`src/rtl/mem_stage.sv`:
```
// MEM stage: runs loads/stores on a req/ack data bus, stalls the
// pipeline while an access is outstanding, resolves branches and
// registers the MEM/WB bundle.
//
// Ports:
//   CLOCK, RESET               clock, synchronous active-high reset
//   *_In                       EX/MEM bundle (controls, ALU result,
//                              store data, destination, branch target)
//   MemReq/MemWE/MemAddr/
//   MemWData                   registered bus request
//   MemRData/MemAck            bus response, sampled only in ACCESS
//   Stall                      combinational upstream freeze
//   PCSrc/BranchTarget         combinational branch resolution
//   MemError                   sticky misalignment/timeout flag
//   *_Out                      MEM/WB bundle
module mem_stage #(
    parameter int ACK_TIMEOUT = 16,
    parameter int CNT_W       = 5
) (
    input  logic        CLOCK,
    input  logic        RESET,
    input  logic        RegWriteEN_In,
    input  logic        Mem2RegSEL_In,
    input  logic        MemWriteEN_In,
    input  logic        Branch_In,
    input  logic        ZeroFlag_In,
    input  logic [31:0] ALUResult_In,
    input  logic [31:0] WriteData_In,
    input  logic [31:0] WriteReg_In,
    input  logic [31:0] PC_In,
    output logic        MemReq,
    output logic        MemWE,
    output logic [31:0] MemAddr,
    output logic [31:0] MemWData,
    input  logic [31:0] MemRData,
    input  logic        MemAck,
    output logic        Stall,
    output logic        PCSrc,
    output logic [31:0] BranchTarget,
    output logic        MemError,
    output logic        RegWriteEN_Out,
    output logic        Mem2RegSEL_Out,
    output logic [31:0] ReadData_Out,
    output logic [31:0] ALUResult_Out,
    output logic [31:0] WriteReg_Out
);

    typedef enum logic {
        IDLE   = 1'b0,
        ACCESS = 1'b1
    } state_t;

    state_t           state;
    state_t           next_state;
    logic [CNT_W-1:0] counter;

    logic mem_op;
    logic is_store;
    logic is_load;
    logic misaligned;
    logic timeout_hit;

    // Per-cycle actions decided by the FSM.
    logic start;
    logic retire;
    logic acked;
    logic fault;
    logic bubble;

    // A store wins when both load and store controls are set.
    assign mem_op      = Mem2RegSEL_In | MemWriteEN_In;
    assign is_store    = MemWriteEN_In;
    assign is_load     = Mem2RegSEL_In & ~MemWriteEN_In;
    assign misaligned  = mem_op & (ALUResult_In[1:0] != 2'b00);
    assign timeout_hit = (counter == CNT_W'(ACK_TIMEOUT - 1));

    assign PCSrc        = Branch_In & ZeroFlag_In;
    assign BranchTarget = PC_In;

    always_comb begin
        next_state = state;
        Stall      = 1'b0;
        start      = 1'b0;
        retire     = 1'b0;
        acked      = 1'b0;
        fault      = 1'b0;
        bubble     = 1'b0;
        unique case (state)
            IDLE: begin
                if (mem_op && !misaligned) begin
                    Stall      = 1'b1;
                    start      = 1'b1;
                    bubble     = 1'b1;
                    next_state = ACCESS;
                end else begin
                    retire = 1'b1;
                    fault  = misaligned;
                end
            end
            ACCESS: begin
                if (MemAck) begin
                    retire     = 1'b1;
                    acked      = 1'b1;
                    next_state = IDLE;
                end else if (timeout_hit) begin
                    // Forced completion: write-back is suppressed.
                    retire     = 1'b1;
                    fault      = 1'b1;
                    next_state = IDLE;
                end else begin
                    Stall  = 1'b1;
                    bubble = 1'b1;
                end
            end
            default: begin
                next_state = IDLE;
            end
        endcase
    end

    always_ff @(posedge CLOCK) begin
        if (RESET) begin
            state <= IDLE;
        end else begin
            state <= next_state;
        end
    end

    always_ff @(posedge CLOCK) begin
        if (RESET) begin
            counter  <= '0;
            MemReq   <= 1'b0;
            MemWE    <= 1'b0;
            MemAddr  <= 32'h0;
            MemWData <= 32'h0;
            MemError <= 1'b0;
        end else begin
            if (start) begin
                counter  <= '0;
                MemReq   <= 1'b1;
                MemWE    <= MemWriteEN_In;
                MemAddr  <= ALUResult_In;
                MemWData <= WriteData_In;
            end else if (state == ACCESS) begin
                if (retire) begin
                    MemReq <= 1'b0;
                end else begin
                    counter <= counter + 1'b1;
                end
            end
            if (fault) begin
                MemError <= 1'b1;
            end
        end
    end

    always_ff @(posedge CLOCK) begin
        if (RESET) begin
            RegWriteEN_Out <= 1'b0;
            Mem2RegSEL_Out <= 1'b0;
            ReadData_Out   <= 32'h0;
            ALUResult_Out  <= 32'h0;
            WriteReg_Out   <= 32'h0;
        end else if (retire) begin
            RegWriteEN_Out <= RegWriteEN_In & ~is_store & ~fault;
            Mem2RegSEL_Out <= is_load;
            ReadData_Out   <= (acked && is_load) ? MemRData : 32'h0;
            ALUResult_Out  <= ALUResult_In;
            WriteReg_Out   <= WriteReg_In;
        end else if (bubble) begin
            RegWriteEN_Out <= 1'b0;
            Mem2RegSEL_Out <= 1'b0;
            ReadData_Out   <= 32'h0;
        end
    end

endmodule

```
`config.mk`:
```
export PLATFORM = sky130hd
export DESIGN_NAME = mem_stage
export DESIGN_NICKNAME = d
export VERILOG_FILES = /design/src/rtl/mem_stage.sv
export SDC_FILE = /design/constraint.sdc
export NUM_CORES = 1
export LEC_CHECK = 0
export ABC_AREA = 1
export CAP_MARGIN = 20
export CORE_MARGIN = 5
export CORE_UTILIZATION = 39
export DETAILED_ROUTE_END_ITERATION = 8
export PLACE_DENSITY = 0.9
export SLEW_MARGIN = 20
export SYNTH_ARGS = -nofsm -noshare
export SYNTH_HDL_FRONTEND = slang
export SYNTH_SLANG_ARGS = --single-unit
```
`constraint.sdc`:
```
create_clock -name CLOCK -period 2.05 [get_ports CLOCK]
set_clock_uncertainty 0.15 [all_clocks]
set_input_delay 0.41 -clock CLOCK [delete_from_list [all_inputs] [get_ports CLOCK]]
set_output_delay 0.41 -clock CLOCK [all_outputs]
set_load 0.03 [all_outputs]
```
Word-level counts from Yosys, hierarchy flattened --
Index checks and enable logic that the tools add are counted.
Storage, ports and cells: bits in registers 171, input port bits 168, output and inout bits 199, logic and storage cells 57
Cells by class: add/sub/neg operators 1, equal/unequal tests 1, muxes and demuxes 23, bitwise logic cells 10, reduce and logical (&&, ||, !) cells 10
Operators with widths (count):
- $mux W32 | 3
- $mux W1 | 17
- $reduce_bool A2 Y1 | 4
- $pmux W1 S2 | 3
- $add A5 B1 Y5 const B | 1
- $and A1 B1 Y1 | 5
- $eq A5 B4 Y1 const B | 1
- $not A1 Y1 | 4
- $reduce_and A2 Y1 | 2
- $logic_and A1 B1 Y1 | 2
- $reduce_or A2 Y1 | 1
- $logic_not A1 Y1 | 1
- $or A1 B1 Y1 | 1

Longest topological paths before layout --
depth in word-level cells 9, depth in mapped cells 11, gate-level depth less buffers 10

Worst setup path after synthesis --
OpenSTA, ideal clock, no wires.
path type register -> output, start register counter[0], end output Stall, arrival time 1337 ps, data required time 1490 ps, slack 153 ps, stages on the path, launching flop included 9, buffers on the path 1, cells stage by stage dfxtp_1 ha_1 inv_1 nor3_1 ha_1 inv_1 nand3_1 buf_2 nand2_1
Between the ends: longest elaborated chain between the ends 4
Ends and longest elaborated chain:
- from (decl) | line 55 | logic [CNT_W-1:0] counter;
- from (signal assigned) | line 148 | counter <= counter + 1'b1;
- $eq A5 B4 Y1 | line 75 | assign timeout_hit = (counter == CNT_W'(ACK_TIMEOUT - 1));
- $mux W1 | line 105 | end else if (timeout_hit) begin
- $mux W1 | line 101 | if (MemAck) begin
- $pmux W1 S2 | line 88 | unique case (state)
- to (decl) | line 37 | output logic Stall,
Every way passes these cells.

Worst setup path after layout --
Ends and elaborated chain as after synthesis.

==> impl_metrics.env <==
export IMPL_rrSetupSlack_ps=110
export IMPL_drt_iter0_markers=433
export IMPL_ys_types=20
export IMPL_viasPerCell=5.054
export IMPL_synth_yosys_seq_area_share_pct=49.71
export IMPL_gp_congestion=0.8106
export IMPL_r2r_end="WriteReg_Out[4]"
export IMPL_drc=0
export IMPL_cp_num_buf_inv=3
export IMPL_status="finished, violations left"
export IMPL_cp_start_kind="flop"
export IMPL_cts_hold_buffers=0
export IMPL_period_needed_ps=2155
export IMPL_drive_gt1_share_pct=7.927
export IMPL_yosys_area_share_simple_pct=26.64
export IMPL_row_count=48
export IMPL_reg2reg_depth=12
export IMPL_stdcell_count=1373
export IMPL_nNetsFinal=1305
export IMPL_final_seq_area_sq_um=3426
export IMPL_port_buffers=302
export IMPL_worstHoldPathCells=2
export IMPL_ant_nets=0
export IMPL_critical_path_class="flop to primary output"
export IMPL_grt_ovfl_total=0
export IMPL_dpl_cell_count=1336
export IMPL_syn2layout_area_growth_pct=57.65
export IMPL_yosysWarnings=0
export IMPL_clk_pin_slew_worst_paths_ps=70
export IMPL_clock_root_buffer="clkbuf_16"
export IMPL_netlist_area_leader_share_pct=49.71
export IMPL_routed_wirelength_um=22670
export IMPL_maxCapViolCount=0
export IMPL_synth_fp_nets=1054
export IMPL_worstMarginPinSlew_ps=477.1
export IMPL_hold_violations=0
export IMPL_antenna_found_initial=0
export IMPL_synth_xor_area_share_pct=0
export IMPL_fmax_ghz=0.4640
export IMPL_netlist_area_sq_um=6887
export IMPL_dieArea_sq_um=20420
export IMPL_syn_area_per_cell_sq_um=7.790
export IMPL_multi_input_area_sq_um=2594
export IMPL_ioPinCount=367
export IMPL_cts_sinks=171
export IMPL_power_leakage_uw=0.005590
export IMPL_relSlewSlack_pct=68.20
export IMPL_insertion_delay_ps=410
export IMPL_cts_buffer_depth=2
export IMPL_synth_top_family_by_area="simple AND/OR/NAND/NOR gates"
export IMPL_dp_hpwl_um=16060
export IMPL_grt_pass1_vias=6596
export IMPL_synth_seq_cells=171
export IMPL_setup_viol=1
export IMPL_coreArea_sq_um=17300
export IMPL_wl_per_cell_um=16.51
export IMPL_cts_buffers=17
export IMPL_grt_pass1_wl_um=34400
export IMPL_hold_slack_ps=280.9
export IMPL_synthCells=884
export IMPL_track_usage_pct=21.09
export IMPL_holdPathEnd="MemAddr[0]"
export IMPL_synth_compound_area_share_pct=9.811
export IMPL_critical_path_arrival_ps=1600
export IMPL_critical_path_max_fanout=2
export IMPL_synthAdderAreaFrac_pct=0.3634
export IMPL_vias=6939
export IMPL_path_cells="ha_4 > inv_2 > nor3_4 > ha_2 > inv_2 > nand3_4 > nand2_2 > buf_6"
export IMPL_diodes=0
export IMPL_cts_htree_levels=4
export IMPL_hold_path_class="flop to flop"
export IMPL_die_y_um=142.9
export IMPL_die_width_um=142.9
export IMPL_cpMostUsedCell="inv_2"
export IMPL_fillers=1408
export IMPL_cp_required_ps=1490
export IMPL_worstSetupEndpointType="primary output"
export IMPL_cp_slowest_cell="dfxtp_2"
export IMPL_synthTopCellsByArea="dfxtp_1 50%, a21oi_1 9.7%, nand2_1 7.7%, nand4_1 5.7%, nand3_1 5.2%"
export IMPL_synth_largest_area_cell="dfxtp_1"
export IMPL_worst_slack_ps=-105.1
export IMPL_peakVddDrop_v=0.0005302
export IMPL_power_density_nw_per_um2=762.4
export IMPL_hold_path_startpoint="MemAddr[0]"
export IMPL_cts_tree="done"
export IMPL_pre_cts_ws_ps=29.10
export IMPL_worst_path_largest_cell_delay_ps=350
export IMPL_muxShareOfSynthArea_pct=0
export IMPL_cp_top_family="flip-flops"
export IMPL_first_pass_iters=8
export IMPL_grt_max_degree=98
export IMPL_finalPower_uw=8278
export IMPL_r2r_start="counter[0]"
export IMPL_start_util_pct=39.81
export IMPL_grt_setup_unrepaired="yes"
export IMPL_fin_crit_sh_pct=105.1
export IMPL_slew_violations=0
export IMPL_violations="setup timing"
[cells in the final DEF, fill, tap and decap left out, drive strengths merged]
cell and count:
dlymetal6s2s 73, nand3 73, o21ai 2, clkdlybuf4s50 216
nand4 63, ha 2, nor2 71, clkbuf 17
nor3b 32, dlygate4sd2 10, buf 43, nand3b 1
a21oi 133, inv 89, clkinv 6, nand2 142
dfxtp 171, nor3 2, or2 2
[final cells by class]
| class | instances | area share [%] |
|---|---|---|
| Inverter | 80 | 2.766 |
| Clock buffer | 17 | 3.918 |
| Tap cell | 225 | 2.593 |
| Timing Repair Buffer | 342 | 33.87 |
| Sequential cell | 171 | 31.55 |
| Multi-Input combinational cell | 523 | 23.89 |
| Clock inverter | 15 | 1.406 |
[worst register-to-register path, cell delays in order (launching register included)]
cell     delay, ps
dfxtp_2        350
ha_4           140
inv_2           50
nor3_4         120
ha_2           210
inv_2           50
nand3_4         60
buf_4          160
buf_12         180
buf_12         170
nand3_1         90
nand2_1         70
nor2_1          40
[report_power, final]
group | internal (uW) | leakage (uW) | switching [uW]
combinational | 705 | 0.00390 | 853
sequential | 3490 | 0.00140 | 89.1
clock | 1630 | 0.000286 | 1510
[kinds of logic after synthesis]
group           count (synthesis)
simple gates                  386
buf+inv                       190
flops                         171
compound gates                135
fa+ha+maj                       2
[metrics by stage]
stage	TNS (ps)	utilization (%)	area [sq um]
6_report	-105.1	62.77	10860
4_1_cts	-108.6	61.63	10660
3_3_place_gp	0	58.02	10040
2_1_floorplan	0	-	6887
5_1_grt	-194.7	62.77	10860
3_5_place_dp	0	58.02	10040
[cell usage after synthesis]
cell and number:
nand3_2 1, buf_2 49, inv_1 78, buf_1 3
nand2_1 142, nor3b_1 32, a21oi_1 133, o21ai_0 2
dfxtp_1 171, nand4_1 63, clkbuf_1 18, nand3b_1 1
or2_2 2, ha_1 2, buf_6 1, inv_2 2
buf_4 39, nor3_1 2, nor2_1 71, nand3_1 72
[flip-flops by register name (all words and copies together), names as in the netlist]
name            cells
ALUResult_Out      32
Mem2RegSEL_Out      1
MemReq              1
MemAddr            32
WriteReg_Out       32
MemError            1
RegWriteEN_Out      1
counter             5
state               1
MemWData           32
MemWE               1
ReadData_Out       32
[routing by layer]
layer	routed length [um]	global-route usage (%)
met1	8371	23.83
met2	11270	35.39
met3	2079	7.602
met4	952	10.16
met5	0	0
[worst max path at each step]
stage	start	to	slack (ps)	depth (start not counted)
2_1_floorplan	counter[0]	Stall	150	8
3_3_place_gp	ALUResult_In[0]	WriteReg_Out[4]	70	7
3_5_place_dp	ALUResult_In[0]	WriteReg_Out[0]	30	7
4_1_cts	counter[0]	Stall	-110	8
5_1_grt	counter[0]	Stall	-180	8
6_report	counter[0]	Stall	-110	8
[what timing repair did]
item                                    4_1_cts  5_1_grt
buffers inserted                              4        1
cloned                                        0        0
resized for setup                            20       74
pin swaps                                     1        1
endpoints found under the setup margin       11       97
Note: power is estimated with default switching activity, not from simulation.
